### src/rtl/fifo_rd_stream_pkg.sv
// Shared constants and helpers for the fifo_rd_stream read-side streamer.
package fifo_rd_stream_pkg;

    localparam int XFER_CNT_W = 32;

    // Circular index increment that also handles non-power-of-two depths.
    function automatic int wrap_inc(input int idx, input int depth);
        return (idx == depth - 1) ? 0 : idx + 1;
    endfunction

endpackage

### src/rtl/fifo_rd_stream_if.sv
// FIFO read port plus valid/ready stream; master = the streamer, slave = its environment.
interface fifo_rd_stream_if #(
    parameter int DATA_WIDTH = 8
);
    logic                  fifo_empty;
    logic                  fifo_r_en;
    logic [DATA_WIDTH-1:0] fifo_rdata;
    logic                  m_valid;
    logic                  m_ready;
    logic [DATA_WIDTH-1:0] m_data;

    modport master (
        input  fifo_empty,
        input  fifo_rdata,
        input  m_ready,
        output fifo_r_en,
        output m_valid,
        output m_data
    );

    modport slave (
        output fifo_empty,
        output fifo_rdata,
        output m_ready,
        input  fifo_r_en,
        input  m_valid,
        input  m_data
    );
endinterface

### src/rtl/fifo_rd_stream_buf.sv
// Circular prefetch buffer: write on capture at tail, read on transfer at head.
module fifo_rd_stream_buf
    import fifo_rd_stream_pkg::*;
#(
    parameter int DATA_WIDTH    = 8,
    parameter int BUF_DEPTH     = 3,
    parameter int BUF_PTR_WIDTH = $clog2(BUF_DEPTH)
) (
    input  logic                  clk,
    input  logic                  rst,
    input  logic                  wr_en,
    input  logic [DATA_WIDTH-1:0] wr_data,
    input  logic                  rd_en,
    output logic [BUF_PTR_WIDTH:0] occ,
    output logic [DATA_WIDTH-1:0] rd_data
);
    localparam int OCC_W = BUF_PTR_WIDTH + 1;

    logic [DATA_WIDTH-1:0]    mem_q [BUF_DEPTH];
    logic [DATA_WIDTH-1:0]    mem_d [BUF_DEPTH];
    logic [BUF_PTR_WIDTH-1:0] head_q, head_d;
    logic [BUF_PTR_WIDTH-1:0] tail_q, tail_d;
    logic [OCC_W-1:0]         occ_q, occ_d;

    always_comb begin
        mem_d  = mem_q;
        head_d = head_q;
        tail_d = tail_q;
        occ_d  = occ_q;
        if (wr_en) begin
            mem_d[tail_q] = wr_data;
            tail_d        = BUF_PTR_WIDTH'(wrap_inc(int'(tail_q), BUF_DEPTH));
        end
        if (rd_en) begin
            head_d = BUF_PTR_WIDTH'(wrap_inc(int'(head_q), BUF_DEPTH));
        end
        // Simultaneous write and read leave occupancy unchanged.
        case ({wr_en, rd_en})
            2'b10:   occ_d = occ_q + OCC_W'(1);
            2'b01:   occ_d = occ_q - OCC_W'(1);
            default: occ_d = occ_q;
        endcase
    end

    always_ff @(posedge clk) begin
        if (rst) begin
            head_q <= '0;
            tail_q <= '0;
            occ_q  <= '0;
            for (int i = 0; i < BUF_DEPTH; i++) begin
                mem_q[i] <= '0;
            end
        end else begin
            head_q <= head_d;
            tail_q <= tail_d;
            occ_q  <= occ_d;
            mem_q  <= mem_d;
        end
    end

    assign occ     = occ_q;
    assign rd_data = mem_q[head_q];

endmodule

### src/rtl/fifo_rd_stream.sv
// Drains an async FIFO read port into a valid/ready stream via a prefetch buffer.
// Optional macro FIFO_RD_STREAM_CNT_EN adds a 32-bit xfer_count output.
module fifo_rd_stream
    import fifo_rd_stream_pkg::*;
#(
    parameter int DATA_WIDTH    = 8,
    parameter int BUF_DEPTH     = 3,
    parameter int BUF_PTR_WIDTH = $clog2(BUF_DEPTH)
) (
    input  logic                  rclk,
    input  logic                  rrst,
`ifdef FIFO_RD_STREAM_CNT_EN
    output logic [XFER_CNT_W-1:0] xfer_count,
`endif
    fifo_rd_stream_if.master      bus
);
    localparam int               OCC_W   = BUF_PTR_WIDTH + 1;
    localparam logic [OCC_W-1:0] DEPTH_C = OCC_W'(BUF_DEPTH);

    logic [OCC_W-1:0]      occ;
    logic [DATA_WIDTH-1:0] head_data;
    logic                  inflight_q, inflight_d;
    logic                  pop;
    logic                  xfer;

    // Pop decision uses registered occupancy only, so m_ready never reaches fifo_r_en.
    always_comb begin
        pop        = !rrst && !bus.fifo_empty && ((occ + OCC_W'(inflight_q)) < DEPTH_C);
        inflight_d = pop;
        xfer       = bus.m_valid && bus.m_ready;
    end

    always_ff @(posedge rclk) begin
        if (rrst) begin
            inflight_q <= 1'b0;
        end else begin
            inflight_q <= inflight_d;
        end
    end

    fifo_rd_stream_buf #(
        .DATA_WIDTH    (DATA_WIDTH),
        .BUF_DEPTH     (BUF_DEPTH),
        .BUF_PTR_WIDTH (BUF_PTR_WIDTH)
    ) u_buf (
        .clk     (rclk),
        .rst     (rrst),
        .wr_en   (inflight_q),
        .wr_data (bus.fifo_rdata),
        .rd_en   (xfer),
        .occ     (occ),
        .rd_data (head_data)
    );

    assign bus.fifo_r_en = pop;
    assign bus.m_valid   = (occ != '0);
    assign bus.m_data    = head_data;

`ifdef FIFO_RD_STREAM_CNT_EN
    logic [XFER_CNT_W-1:0] xfer_count_q, xfer_count_d;

    always_comb begin
        xfer_count_d = xfer_count_q;
        if (xfer) begin
            xfer_count_d = xfer_count_q + XFER_CNT_W'(1);
        end
    end

    always_ff @(posedge rclk) begin
        if (rrst) begin
            xfer_count_q <= '0;
        end else begin
            xfer_count_q <= xfer_count_d;
        end
    end

    assign xfer_count = xfer_count_q;
`endif

endmodule

### src/flat_wrapper.sv
// flat-port wrapper written by rule: the top's interface ports become plain ports
module fifo_rd_stream_flat import fifo_rd_stream_pkg::*;
#(
    parameter int DATA_WIDTH    = 8,
    parameter int BUF_DEPTH     = 3,
    parameter int BUF_PTR_WIDTH = $clog2(BUF_DEPTH)
)
  (rclk, rrst, bus_fifo_empty, bus_fifo_rdata, bus_m_ready, bus_fifo_r_en, bus_m_valid, bus_m_data);
  fifo_rd_stream_if #(.DATA_WIDTH(DATA_WIDTH)) bus_i ();
  input  logic rclk;
  input  logic rrst;
  input wire logic [$bits(bus_i.fifo_empty)-1:0] bus_fifo_empty;
  input wire logic [$bits(bus_i.fifo_rdata)-1:0] bus_fifo_rdata;
  input wire logic [$bits(bus_i.m_ready)-1:0] bus_m_ready;
  output wire logic [$bits(bus_i.fifo_r_en)-1:0] bus_fifo_r_en;
  output wire logic [$bits(bus_i.m_valid)-1:0] bus_m_valid;
  output wire logic [$bits(bus_i.m_data)-1:0] bus_m_data;
  assign bus_i.fifo_empty = bus_fifo_empty;
  assign bus_i.fifo_rdata = bus_fifo_rdata;
  assign bus_i.m_ready = bus_m_ready;
  assign bus_fifo_r_en = bus_i.fifo_r_en;
  assign bus_m_valid = bus_i.m_valid;
  assign bus_m_data = bus_i.m_data;
  fifo_rd_stream #(.DATA_WIDTH(DATA_WIDTH), .BUF_DEPTH(BUF_DEPTH), .BUF_PTR_WIDTH(BUF_PTR_WIDTH)) u_core (.rclk(rclk), .rrst(rrst), .bus(bus_i));
endmodule
### config.mk
export PLATFORM = sky130hd
export DESIGN_NAME = fifo_rd_stream_flat
export DESIGN_NICKNAME = d
export VERILOG_FILES = /design/src/rtl/fifo_rd_stream_pkg.sv /design/src/rtl/fifo_rd_stream_if.sv /design/src/rtl/fifo_rd_stream_buf.sv /design/src/rtl/fifo_rd_stream.sv /design/src/flat_wrapper.sv
export SDC_FILE = /design/constraint.sdc
export NUM_CORES = 1
export LEC_CHECK = 0
export ABC_AREA = 1
export CORE_MARGIN = 2
export CORE_UTILIZATION = 57
export CTS_CLUSTER_SIZE = 20
export DETAILED_ROUTE_END_ITERATION = 12
export DONT_BUFFER_PORTS = 1
export PLACE_DENSITY = 0.8
export SYNTH_ARGS = -nofsm -noshare
export SYNTH_HDL_FRONTEND = slang
export SYNTH_HIERARCHICAL = 1
export SYNTH_SLANG_ARGS = --single-unit
### constraint.sdc
create_clock -name rclk -period 4.6 [get_ports rclk]
set_clock_uncertainty 0.05 [all_clocks]
set_input_delay 1.15 -clock rclk [delete_from_list [all_inputs] [get_ports rclk]]
set_output_delay 1.15 -clock rclk [all_outputs]
set_load 0.02 [all_outputs]
# [Word-level counts from Yosys, hierarchy flattened]
# Cells that the tools add are included.
[totals] reg_bits=32 word_cells=39 in_bits=12
[classes] eq_ne=4 reduce_logical=8 muxes=9 n_addsub=5 bitwise_logic=2 order_cmp=4
[op_table] op="bitwise mux 24 bit" count=1
[op_table] op="2-to-1 mux 8 bit" count=3
[op_table] op="binary-select mux 8 bit (select 2 bit)" count=1
[op_table] op="demux 8 bit (select 2 bit)" count=1
[op_table] op="== test 2 bit, second input constant" count=3
[op_table] op="greater-or-equal comparator 3 bit, second input constant" count=2
[op_table] op="NOT 2 -> 3 bit" count=2
[op_table] op="one-hot mux 3 bit (2 select lines)" count=1
[op_table] op="adder 2 x 1 -> 2 bit, second input constant" count=2
[op_table] op="logical AND 1 bit" count=4
[op_table] op="2-to-1 mux 2 bit" count=2
[op_table] op="adder 3 x 1 -> 3 bit" count=1
[op_table] op="adder 3 x 1 -> 3 bit, second input constant" count=1
[op_table] op="< comparator 3 x 1 -> 1 bit, second input constant" count=1
[op_table] op="< comparator 3 x 2 -> 1 bit, second input constant" count=1
[op_table] op="nonzero test 3 bit" count=1
[op_table] op="subtractor 3 x 1 -> 3 bit, second input constant" count=1
[op_table] op="== test 2 x 1 -> 1 bit, second input constant" count=1
[op_table] op="zero test 1 bit" count=2
[op_table] op="nonzero test 2 bit" count=1

# [Longest topological paths before layout]
[logic_depth] ltp_word=6 depth_mapped=11 depth_no_buf=11

# [By module]
# The synthesis kept the hierarchy.
[by_module_without_submodules] mod="fifo_rd_stream_buf" seq_area_each_um2=620.6 instances=1 area_each_um2=1283.7 cells_per_inst=174
[by_module_without_submodules] mod="fifo_rd_stream" seq_area_each_um2=20.0 instances=1 area_each_um2=100.1 cells_per_inst=16

# [Least setup slack after synthesis]
# OpenSTA, ideal clock, no wires.
[synth_path] path_type="input-to-output" from="in bus_fifo_empty" to="out bus_fifo_r_en" cell_stages=3 arrival_time_ps=1594 required_ps=3400 path_buffers=0 setup_slack_ps=1806 path_cell_list="nor2_1 nand2_1 nor2_1"
[synth_between] elab_chain_len=3
[synth_rtl] element="from (decl)" line="flat_wrapper.sv:12" source="input wire logic [$bits(bus_i.fifo_empty)-1:0] bus_fifo_empty;"
[synth_rtl] element="zero test 1 bit" line="fifo_rd_stream.sv:28" source="pop = !rrst && !bus.fifo_empty && ((occ + OCC_W'(inflight_q)) < DEPTH_C);"
[synth_rtl] element="logical AND 1 bit (2 in series)" line="fifo_rd_stream.sv:28"
[synth_rtl] element="to (decl)" line="flat_wrapper.sv:15" source="output wire logic [$bits(bus_i.fifo_r_en)-1:0] bus_fifo_r_en;"
# No other way between the ends.

# [Final worst setup path]
[layout_path] from="reg u_core.inflight_q" to="out bus_fifo_r_en"
[layout_between] elab_chain_len=3
[layout_rtl] element="from (decl)" line="fifo_rd_stream.sv:22" source="logic inflight_q, inflight_d;"
[layout_rtl] element="from (signal assigned)" line="fifo_rd_stream.sv:37" source="inflight_q <= inflight_d;"
[layout_rtl] element="adder 3 x 1 -> 3 bit" line="fifo_rd_stream.sv:28"
[layout_rtl] element="< comparator 3 x 2 -> 1 bit" line="fifo_rd_stream.sv:28"
[layout_rtl] element="logical AND 1 bit" line="fifo_rd_stream.sv:28"
# No other way between the ends.

==> run summary <==
RUN STATUS
------------------------------------------------------------------------------------
Result of the run                                                       complete, no violations

DETAILED ROUTING
------------------------------------------------------------------------------------
Via Count                                                                      1,198
Total DRC errors in the routed layout                                              0
Violation count after the first detailed-route iteration                          19
Number of vias per cell                                                        5.396
Final wirelength                                                             2925 um
Number of antenna-violating nets in the routed design                              0
Detailed Routing Iterations Pass 1                                                 4
Routed wirelength normalized by instance count                              13.18 um

CRITICAL PATH
------------------------------------------------------------------------------------
Critical setup path kind                                                flop to output pin
CP Capture Type                                                           output pin
Startpoint kind of the worst setup timing path                                  flop
Biggest fanout along the worst timing path                                         5
Internal reg-to-reg setup slack                                              2.47 ns
Critical path's largest stage delay                                          0.43 ns
Data required, critical path                                                 3.40 ns
Endpoint arrival time on the critical path                                   1.64 ns
Cell with the largest stage delay on the worst path                     sky130_fd_sc_hd__dfxtp_1
List of cells traversed by the critical path                            ha_1, ha_1, nand2_1, nand2_1, nor2_1

YOSYS
------------------------------------------------------------------------------------
Top cell type's share of synthesized area                                     46.29%
Area contributors post-synth                                            sky130_fd_sc_hd__dfxtp_1 46%, sky130_fd_sc_hd__nor2_1 11%, sky130_fd_sc_hd__o21ai_0 9.4%
Fraction of the yosys area taken by sequential cells                          46.29%
Synthesized area per cell                                                7.283 sq um
Post-synthesis register bit count                                                 32
Area leader, netlist                                                    sky130_fd_sc_hd__dfxtp_1
Count of cell types in the netlist                                                19
Post-synthesis instance area                                              1384 sq um
Yosys warning count                                                                6
Syn nets                                                                         206
Synthesized instance count                                                       190

GLOBAL ROUTING
------------------------------------------------------------------------------------
Maximum number of pins on one net before global-route repair                      30
Via count of the first global-routing pass                                     1,120
Number of antenna violations at the first check in global routing                  0
All-layer global routing usage                                                25.07%
Wire length of the first global-routing pass                                 4823 um
Global-route congestion overflow total                                             0

PWR
------------------------------------------------------------------------------------
Power Dens Cells                                                        538.7 nW/um^2
Peak ir drop on the vdd network                                          0.0003331 V
Lkg Pwr                                                                    0.5743 nW

FINAL LAYOUT
------------------------------------------------------------------------------------
Filler instances                                                                 220
Final instance count without filler cells                                        222
Final layout net count                                                           209
Ratio of cells with drive above 1 in the final layout                         7.732%
Area added between synthesis and finish                                       5.606%
Ant. Diodes                                                                        0
Leading cell type in the layout, fill and taps excluded                 sky130_fd_sc_hd__nor2_1
Top library cells by usage in the layout, fill and taps aside           40 x sky130_fd_sc_hd__nor2_1, 32 x sky130_fd_sc_hd__dfxtp_1, 29 x sky130_fd_sc_hd__nand2_1

TIMING
------------------------------------------------------------------------------------
Ratio of final minimum period to clock period                                 61.65%
Final Max Slew Viols                                                               0
Endpoints failing hold                                                             0
Headroom to the max-slew limit                                                54.73%
Setup TNS Final                                                                 0 ns
Unrepaired setup endpoints after global routing                                false
Slew @ Worst Pin                                                           0.6783 ns
Count of endpoints failing setup in the final report                               0
Achievable clock frequency                                                 352.6 MHz
Period minus WS final                                                       2.836 ns

FLOORPLAN
------------------------------------------------------------------------------------
Area inside the core boundary                                             2255 sq um
Die Y-Extent                                                                53.27 um
Number of top-level pins                                                          22
Area of the die                                                           2838 sq um
Effective utilization at floorplan                                            61.38%
Horizontal die dimension                                                    53.27 um
Cell Rows                                                                         17

CTS
------------------------------------------------------------------------------------
Clock transition at the registers of the reported paths                      0.09 ns
CTS sink count                                                                    32
Cts repair resizes                                                                 0
TritonCTS clock tree                                                           built
CTS H-Tree Depth                                                                   2
Worst-skew pair later-pin latency                                            0.33 ns
Clock Tree Buf Depth                                                               2
Number of buffers created by CTS                                                   5
Number of setup buffers added after CTS                                            0
Root buffer selected by CTS                                             sky130_fd_sc_hd__clkbuf_4
Number of buffers inserted for hold repair after clock tree synthesis              0

FLOW RUN
------------------------------------------------------------------------------------
Maximum Capacitance Violations                                                     0

PLACED DESIGN
------------------------------------------------------------------------------------
Half-perimeter wire length after detailed placement                          2008 um
Final weighted congestion of routability-driven global placement              0.7480
I/O Buffers                                                                        0
Cell total after placement                                                       214

WORST HOLD PATH
------------------------------------------------------------------------------------
Type of the worst min-delay path                                        flop to flop

## logic make-up (layout without fill, tap and decap cells)
kind of cell / Yosys count / in the layout / synth area share (%)
AO/OA/AOI/OAI: 51 / 51 / 20.07
adder cells (fa/ha/maj): 4 / 4 / 4.159
buffers and inverters: 28 / 32 / 7.866
flip-flops: 32 / 32 / 46.29
AND/OR/NAND/NOR: 75 / 75 / 21.61
## per-stage QoR
stage          total power, mW  hold WS, ns  setup slack (ns)  util [%]  instance area [sq um]
6_report                0.7873       0.4116             1.764     64.82                   1461
3_3_place_gp            0.6049       0.3896             1.771     62.10                   1400
5_1_grt                 0.8479       0.4327             1.639     64.82                   1461
2_1_floorplan           0.5632       0.3793             1.806         -                   1384
4_1_cts                 0.7924       0.4099             1.756     64.82                   1461
3_5_place_dp            0.6243       0.3956             1.768     62.10                   1400
## cell usage after synthesis (all sizes together)
cell / count
nand3: 2
a21boi: 1
clkbuf: 1
dfxtp: 32
o211ai: 8
fa: 1
a21oi: 14
nand4: 1
inv: 24
o21ai: 28
ha: 3
buf: 3
nand2: 31
nor2: 41
## layer usage
layer | track usage [%] | up-vias | wire length [um]
met2 | 42.39 | 31 | 1422
li1 | - | 619 | -
met3 | 9.887 | 4 | 217
met1 | 26.46 | 544 | 1238
met4 | 13.25 | 0 | 47
met5 | 0 | - | 0
## state kept, by name, indices dropped and copies added (netlist names)
signal               count
u_core/u_buf/mem_q      24
u_core/inflight_q        1
u_core/u_buf/occ         3
u_core/u_buf/head_q      2
u_core/u_buf/tail_q      2
## worst paths after layout
| kind | from | to | cells past startpoint |
|---|---|---|---|
| max | u_core/inflight_q | bus_fifo_r_en | 5 |
| min | u_core/u_buf/mem_q[12] | u_core/u_buf/mem_q[12] | 2 |
| max reg2reg | u_core/u_buf/occ[2] | u_core/u_buf/occ[2] | 11 |
| min reg2reg | u_core/u_buf/mem_q[12] | u_core/u_buf/mem_q[12] | 2 |
## worst max-delay path: cells and delay by family (launching register included)
family | cells | cell delay [ns]
and+or+nand+nor | 3 | 0.45
adders and majority gates | 2 | 0.43
DFF | 1 | 0.43
## report_power, final
group,total (mW),switching [mW],internal (mW)
Clock,0.168,0.0949,0.0726
Combinational,0.264,0.193,0.0715
Sequential,0.356,0.0349,0.321
## final cells by class
| type | count | area, sq um | share of cell area, % |
|---|---|---|---|
| Sequential cell | 32 | 640.6 | 43.84 |
| Multi-Input combinational cell | 130 | 634.4 | 43.41 |
| Inverter | 24 | 90.09 | 6.164 |
| Clock buffer | 6 | 51.30 | 3.510 |
| Tap cell | 28 | 35.03 | 2.397 |
| Clock inverter | 2 | 10.01 | 0.6849 |
Note: power is estimated with default switching activity, not from simulation.
